### config.mk
export PLATFORM = sky130hd
export DESIGN_NAME = prog_logic_unit_flat
export DESIGN_NICKNAME = d
export VERILOG_FILES = /design/src/rtl/prog_logic_unit_if.sv /design/src/rtl/prog_logic_unit.sv /design/src/flat_wrapper.sv
export SDC_FILE = /design/constraint.sdc
export NUM_CORES = 1
export LEC_CHECK = 0
export CELL_PAD_IN_SITES_DETAIL_PLACEMENT = 0
export CELL_PAD_IN_SITES_GLOBAL_PLACEMENT = 1
export CORE_ASPECT_RATIO = 0.9
export CORE_MARGIN = 3
export CORE_UTILIZATION = 45
export DETAILED_ROUTE_END_ITERATION = 10
export PLACE_DENSITY = 0.79
export SLEW_MARGIN = 10
export SYNTH_ARGS = -nofsm -noshare
export SYNTH_HDL_FRONTEND = slang
export SYNTH_SLANG_ARGS = --single-unit
### constraint.sdc
create_clock -name clk -period 2.21 [get_ports clk]
set_input_delay 0.442 -clock clk [delete_from_list [all_inputs] [get_ports clk]]
set_output_delay 0.442 -clock clk [all_outputs]
set_load 0.02 [all_outputs]
### src/rtl/prog_logic_unit_if.sv
// Bus bundle for prog_logic_unit: table-load channel, input-vector channel, result channel, status.
// Master drives requests (stimulus side); slave is the logic unit itself.
interface prog_logic_unit_if #(
  parameter int unsigned N_IN  = 5,
  parameter int unsigned CNT_W = 16
);
  logic             cfg_start;
  logic             cfg_valid;
  logic             cfg_bit;
  logic             cfg_ready;
  logic             cfg_done;
  logic             in_valid;
  logic [N_IN-1:0]  in_vec;
  logic             in_ready;
  logic             out_valid;
  logic             out_f;
  logic             out_ready;
  logic [CNT_W-1:0] ones_cnt;
  logic [1:0]       state_o;

  modport master (
    output cfg_start, cfg_valid, cfg_bit, in_valid, in_vec, out_ready,
    input  cfg_ready, cfg_done, in_ready, out_valid, out_f, ones_cnt, state_o
  );

  modport slave (
    input  cfg_start, cfg_valid, cfg_bit, in_valid, in_vec, out_ready,
    output cfg_ready, cfg_done, in_ready, out_valid, out_f, ones_cnt, state_o
  );
endinterface

### src/rtl/prog_logic_unit.sv
// Programmable N_IN-input logic function: serially loaded truth table, 1-deep registered pipeline.
// Define PLU_DEFAULT_TABLE_EN to come out of reset in RUN with DEFAULT_TABLE already loaded.
module prog_logic_unit #(
  parameter int unsigned              N_IN          = 5,
  parameter int unsigned              CNT_W         = 16,
  parameter logic [(1 << N_IN)-1:0]   DEFAULT_TABLE = '0
) (
  input logic               clk,
  input logic               rst_n,
  prog_logic_unit_if.slave  bus
);

  localparam int unsigned      Depth   = 1 << N_IN;
  localparam logic [N_IN-1:0]  LastIdx = {N_IN{1'b1}};
  localparam logic [CNT_W-1:0] CntMax  = {CNT_W{1'b1}};

  typedef enum logic [1:0] {
    StEmpty = 2'b00,
    StLoad  = 2'b01,
    StRun   = 2'b10
  } state_e;

`ifdef PLU_DEFAULT_TABLE_EN
  localparam state_e           ResetState = StRun;
  localparam logic [Depth-1:0] ResetTable = DEFAULT_TABLE;
`else
  localparam state_e           ResetState = StEmpty;
  // DEFAULT_TABLE only matters when the reset-time table is enabled
  localparam logic [Depth-1:0] ResetTable = DEFAULT_TABLE & '0;
`endif

  state_e           r_state,     w_state_d;
  logic [Depth-1:0] r_table,     w_table_d;
  logic [N_IN-1:0]  r_load_idx,  w_load_idx_d;
  logic             r_out_valid, w_out_valid_d;
  logic             r_out_f,     w_out_f_d;
  logic             r_cfg_done,  w_cfg_done_d;
  logic [CNT_W-1:0] r_ones_cnt,  w_ones_cnt_d;
  logic             w_cfg_ready;
  logic             w_in_ready;
  logic             w_consume;

  always_comb begin
    w_state_d     = r_state;
    w_table_d     = r_table;
    w_load_idx_d  = r_load_idx;
    w_out_valid_d = r_out_valid;
    w_out_f_d     = r_out_f;
    w_cfg_done_d  = 1'b0;
    w_ones_cnt_d  = r_ones_cnt;
    w_cfg_ready   = 1'b0;
    w_in_ready    = 1'b0;
    w_consume     = r_out_valid & bus.out_ready;

    if (w_consume && r_out_f && (r_ones_cnt != CntMax)) begin
      w_ones_cnt_d = r_ones_cnt + CNT_W'(1);
    end

    case (r_state)
      StLoad: begin
        w_cfg_ready = 1'b1;
        if (bus.cfg_valid) begin
          w_table_d[r_load_idx] = bus.cfg_bit;
          if (r_load_idx == LastIdx) begin
            w_state_d    = StRun;
            w_load_idx_d = '0;
            w_cfg_done_d = 1'b1;
          end else begin
            w_load_idx_d = r_load_idx + N_IN'(1);
          end
        end
      end
      StRun: begin
        w_in_ready = ~bus.cfg_start & (~r_out_valid | bus.out_ready);
        // Reload waits for the pending result to drain so it is never lost
        if (bus.cfg_start && !r_out_valid) begin
          w_state_d    = StLoad;
          w_load_idx_d = '0;
          w_ones_cnt_d = '0;
        end
      end
      default: begin
        // Also covers the unused 2'b11 encoding
        if (bus.cfg_start) begin
          w_state_d    = StLoad;
          w_load_idx_d = '0;
          w_ones_cnt_d = '0;
        end
      end
    endcase

    if (w_in_ready && bus.in_valid) begin
      w_out_valid_d = 1'b1;
      w_out_f_d     = r_table[bus.in_vec];
    end else if (w_consume) begin
      w_out_valid_d = 1'b0;
    end
  end

  always_ff @(posedge clk or negedge rst_n) begin
    if (!rst_n) begin
      r_state     <= ResetState;
      r_table     <= ResetTable;
      r_load_idx  <= '0;
      r_out_valid <= 1'b0;
      r_out_f     <= 1'b0;
      r_cfg_done  <= 1'b0;
      r_ones_cnt  <= '0;
    end else begin
      r_state     <= w_state_d;
      r_table     <= w_table_d;
      r_load_idx  <= w_load_idx_d;
      r_out_valid <= w_out_valid_d;
      r_out_f     <= w_out_f_d;
      r_cfg_done  <= w_cfg_done_d;
      r_ones_cnt  <= w_ones_cnt_d;
    end
  end

  assign bus.cfg_ready = w_cfg_ready;
  assign bus.cfg_done  = r_cfg_done;
  assign bus.in_ready  = w_in_ready;
  assign bus.out_valid = r_out_valid;
  assign bus.out_f     = r_out_f;
  assign bus.ones_cnt  = r_ones_cnt;
  assign bus.state_o   = r_state;

endmodule

### src/flat_wrapper.sv
// flat-port wrapper written by rule: the top's interface ports become plain ports
module prog_logic_unit_flat 
#(
  parameter int unsigned              N_IN          = 5,
  parameter int unsigned              CNT_W         = 16,
  parameter logic [(1 << N_IN)-1:0]   DEFAULT_TABLE = '0
)
  (clk, rst_n, bus_cfg_start, bus_cfg_valid, bus_cfg_bit, bus_in_valid, bus_in_vec, bus_out_ready, bus_cfg_ready, bus_cfg_done, bus_in_ready, bus_out_valid, bus_out_f, bus_ones_cnt, bus_state_o);
  prog_logic_unit_if #(.N_IN(N_IN), .CNT_W(CNT_W)) bus_i ();
  input logic clk;
  input logic rst_n;
  input wire logic [$bits(bus_i.cfg_start)-1:0] bus_cfg_start;
  input wire logic [$bits(bus_i.cfg_valid)-1:0] bus_cfg_valid;
  input wire logic [$bits(bus_i.cfg_bit)-1:0] bus_cfg_bit;
  input wire logic [$bits(bus_i.in_valid)-1:0] bus_in_valid;
  input wire logic [$bits(bus_i.in_vec)-1:0] bus_in_vec;
  input wire logic [$bits(bus_i.out_ready)-1:0] bus_out_ready;
  output wire logic [$bits(bus_i.cfg_ready)-1:0] bus_cfg_ready;
  output wire logic [$bits(bus_i.cfg_done)-1:0] bus_cfg_done;
  output wire logic [$bits(bus_i.in_ready)-1:0] bus_in_ready;
  output wire logic [$bits(bus_i.out_valid)-1:0] bus_out_valid;
  output wire logic [$bits(bus_i.out_f)-1:0] bus_out_f;
  output wire logic [$bits(bus_i.ones_cnt)-1:0] bus_ones_cnt;
  output wire logic [$bits(bus_i.state_o)-1:0] bus_state_o;
  assign bus_i.cfg_start = bus_cfg_start;
  assign bus_i.cfg_valid = bus_cfg_valid;
  assign bus_i.cfg_bit = bus_cfg_bit;
  assign bus_i.in_valid = bus_in_valid;
  assign bus_i.in_vec = bus_in_vec;
  assign bus_i.out_ready = bus_out_ready;
  assign bus_cfg_ready = bus_i.cfg_ready;
  assign bus_cfg_done = bus_i.cfg_done;
  assign bus_in_ready = bus_i.in_ready;
  assign bus_out_valid = bus_i.out_valid;
  assign bus_out_f = bus_i.out_f;
  assign bus_ones_cnt = bus_i.ones_cnt;
  assign bus_state_o = bus_i.state_o;
  prog_logic_unit #(.N_IN(N_IN), .CNT_W(CNT_W), .DEFAULT_TABLE(DEFAULT_TABLE)) u_core (.clk(clk), .rst_n(rst_n), .bus(bus_i));
endmodule
==> metrics.csv <==
metric,value,unit
status,finished clean,
initial antenna violation count,0,
endpoints failing hold,0,
startpoint types,register,
ys async rst share,100,%
XOR/XNOR Fraction of Synth Area,3.53,%
CTS Buf Count,9,
Netlist cell types,45,
Yosys warning total,0,
mapped cell area,0.00322,sq mm
first-pass GRT wire length,11300,um
IO Pins,35,
GRT overflow,0,
"most common cell after layout, fill and taps aside",dfrtp_1,
post-detailed-route wirelength per cell,15.4,um
initial detailed-routing violation count,120,
Final Wtd Congestion,0.839,
mux cell area share after synthesis,17.5,%
input/output buffers,34,
final wirelength,6750,um
drt pass-1 iters,4,
H-tree depth,3,
Worst Hold Class,primary input to asynchronous set/reset pin,
pins over their slew limit,0,
Fillers,591,
Post-synth EDFFs,0,
clk slew on worst S/H paths,0.06,ns
vias,2310,
CP arrival,1.64,ns
clk_lat worst skew,0.33,ns
GRT Util Overall,18.2,%
max cap viols,0,
r2r setup slk,0.43,ns
#FFs+latches synth,58,
Pleak,1.70,nW
Die Width,95.2,um
Compound-Gate Fraction of Synth Area,10.3,%
combinational family with the most area after synthesis,multiplexers,
post-route DRC violation count,0,
most frequent cells in the layout,"58 x dfrtp_1, 36 x nor2_1, 33 x mux2_2, 32 x nand2_1, 31 x clkdlybuf4s50_1",
FF/Latch Area,0.00145,sq mm
Die ar.,0.00822,sq mm
root buffer cell,clkbuf_8,
CP required,1.77,ns
clk sinks,58,
initial core utilization,47.7,%
post-synthesis adder-cell area fraction,3.10,%
Bufs on Longest Clock Path,2,
Post-DP Area,0.00368,sq mm
largest net degree at the start of global routing,59,
post-route design area,0.00389,sq mm
worst slew pin tran,0.517,ns
DP Cell Count,422,
period utilization,94.2,%
layout cells sized above 1,22.2,%
Setup Buffers After CTS,0,
pwr dens,970,mW/mm^2
Peak VDD IR,0.440,mV
FMAX,480,MHz
Worst Skew,0.00888,ns
worst-path maximum fanout,4,
final setup fails,0,
Slew HR,65.5,%
Final min period,2.08,ns
Die Ht,86.3,um
ys flop type,dfrtp_1,
Mapped Nets,324,
Avg Inst Size Synth,10.6,sq um
vias in the first global route,2252,
worst setup path class,register to output port,
# nets final,363,
worst r2r path cells,6,
CP Capture Type,output port,
area of the multi-input gates,0.00164,sq mm
FP Rows,28,
core area,0.00676,sq mm
final std cells w/o fill,437,
Post-CTS Hold Buffers,0,
post-synthesis sequential area ratio,45.0,%
Post-Synth Simple-Gate Area,16.6,%
# diodes,0,
CTS tree,yes,
post-route ant nets,0,
HPWL after detailed placement,4780,um
Vias/cell,5.29,
Syn Inst Count,304,
RSZ-0062 raised after global routing,false,
synthesis-to-layout area growth,20.6,%
layout make-up:
type,count,share of cell area (%)
Multi-Input combinational cell,218,42.3
Tap cell,90,2.90
Clock buffer,13,4.34
Clock inverter,2,0.901
Inverter,10,0.965
Timing Repair Buffer,46,11.3
Sequential cell,58,37.3
per-layer routing:
layer	vias up	part of all wire, %	track usage [%]
li1	1151	-	-
met1	1107	50	25.6
met2	42	44	26.9
met3	10	4.5	5.90
met4	0	1.1	5.11
met5	-	0	0
critical path: stages (launching register included):
cell	delay, ns
dfrtp_1	0.41
inv_1	0.07
ha_1	0.22
nor3b_1	0.24
dlygate4sd2_1	0.36
logic make-up after synthesis:
kind of cell,Yosys count
compound gates,38
simple gates,112
fa+ha+maj,8
flops,58
buf+inv,28
mux,47
xor+xnor,13
final timing paths:
kind	startpoint	endpoint
max	u_core.bus.state_o[0]	bus_in_ready
min	rst_n	u_core.bus.state_o[0]
max reg2reg	u_core.bus.state_o[1]	u_core.r_table[15]
min reg2reg	u_core.r_table[30]	u_core.r_table[30]
max in group asynchronous	rst_n	u_core.bus.ones_cnt[3]
min in group clk	u_core.r_table[30]	u_core.r_table[30]
cells in the mapped netlist, drive strengths merged, types with 8 or more instances:
master,n,area [sq um]
o21ai,10,50.0
ha,8,100
nand3,13,70.1
mux2i,9,90.1
clkbuf,12,45.0
nand2,33,126
and3,10,62.6
nor2,36,135
mux2,34,383
dfrtp,58,1450
inv,10,37.5
xnor2,12,105
metrics by stage:
| step | util [%] | TNS, ns | power [mW] | hold slack [ns] | worst slack, ns |
|---|---|---|---|---|---|
| 2_1_floorplan | - | 0 | 2.39 | 0.146 | 0.125 |
| 3_3_place_gp | 54.5 | -0.0637 | 2.80 | 0.471 | -0.0637 |
| 3_5_place_dp | 54.5 | -0.0736 | 2.82 | 0.470 | -0.0736 |
| 4_1_cts | 57.5 | 0 | 3.83 | 0.107 | 0.0329 |
| 5_1_grt | 57.5 | 0 | 4.06 | 0.107 | 0.00680 |
| 6_report | 57.5 | 0 | 3.77 | 0.100 | 0.129 |
power by group:
part	total (mW)	internal (mW)	switching [mW]
Clock	0.992	0.605	0.387
Combinational	1.22	0.573	0.649
Sequential	1.56	1.33	0.225
Total	3.77	2.51	1.26
flip-flops by register name, indices dropped and copies added, names as in the netlist:
name	cells
u_core.r_load_idx	5
u_core.bus.cfg_done	1
u_core.bus.state_o	2
u_core.bus.out_f	1
u_core.r_table	32
u_core.bus.ones_cnt	16
u_core.bus.out_valid	1
timing repair:
action                                 CTS  global route
gates resized for setup                  1             1
setup endpoints to repair                1             1
endpoints found under the hold margin    0             0
Power figures use the tool's default switching activity.
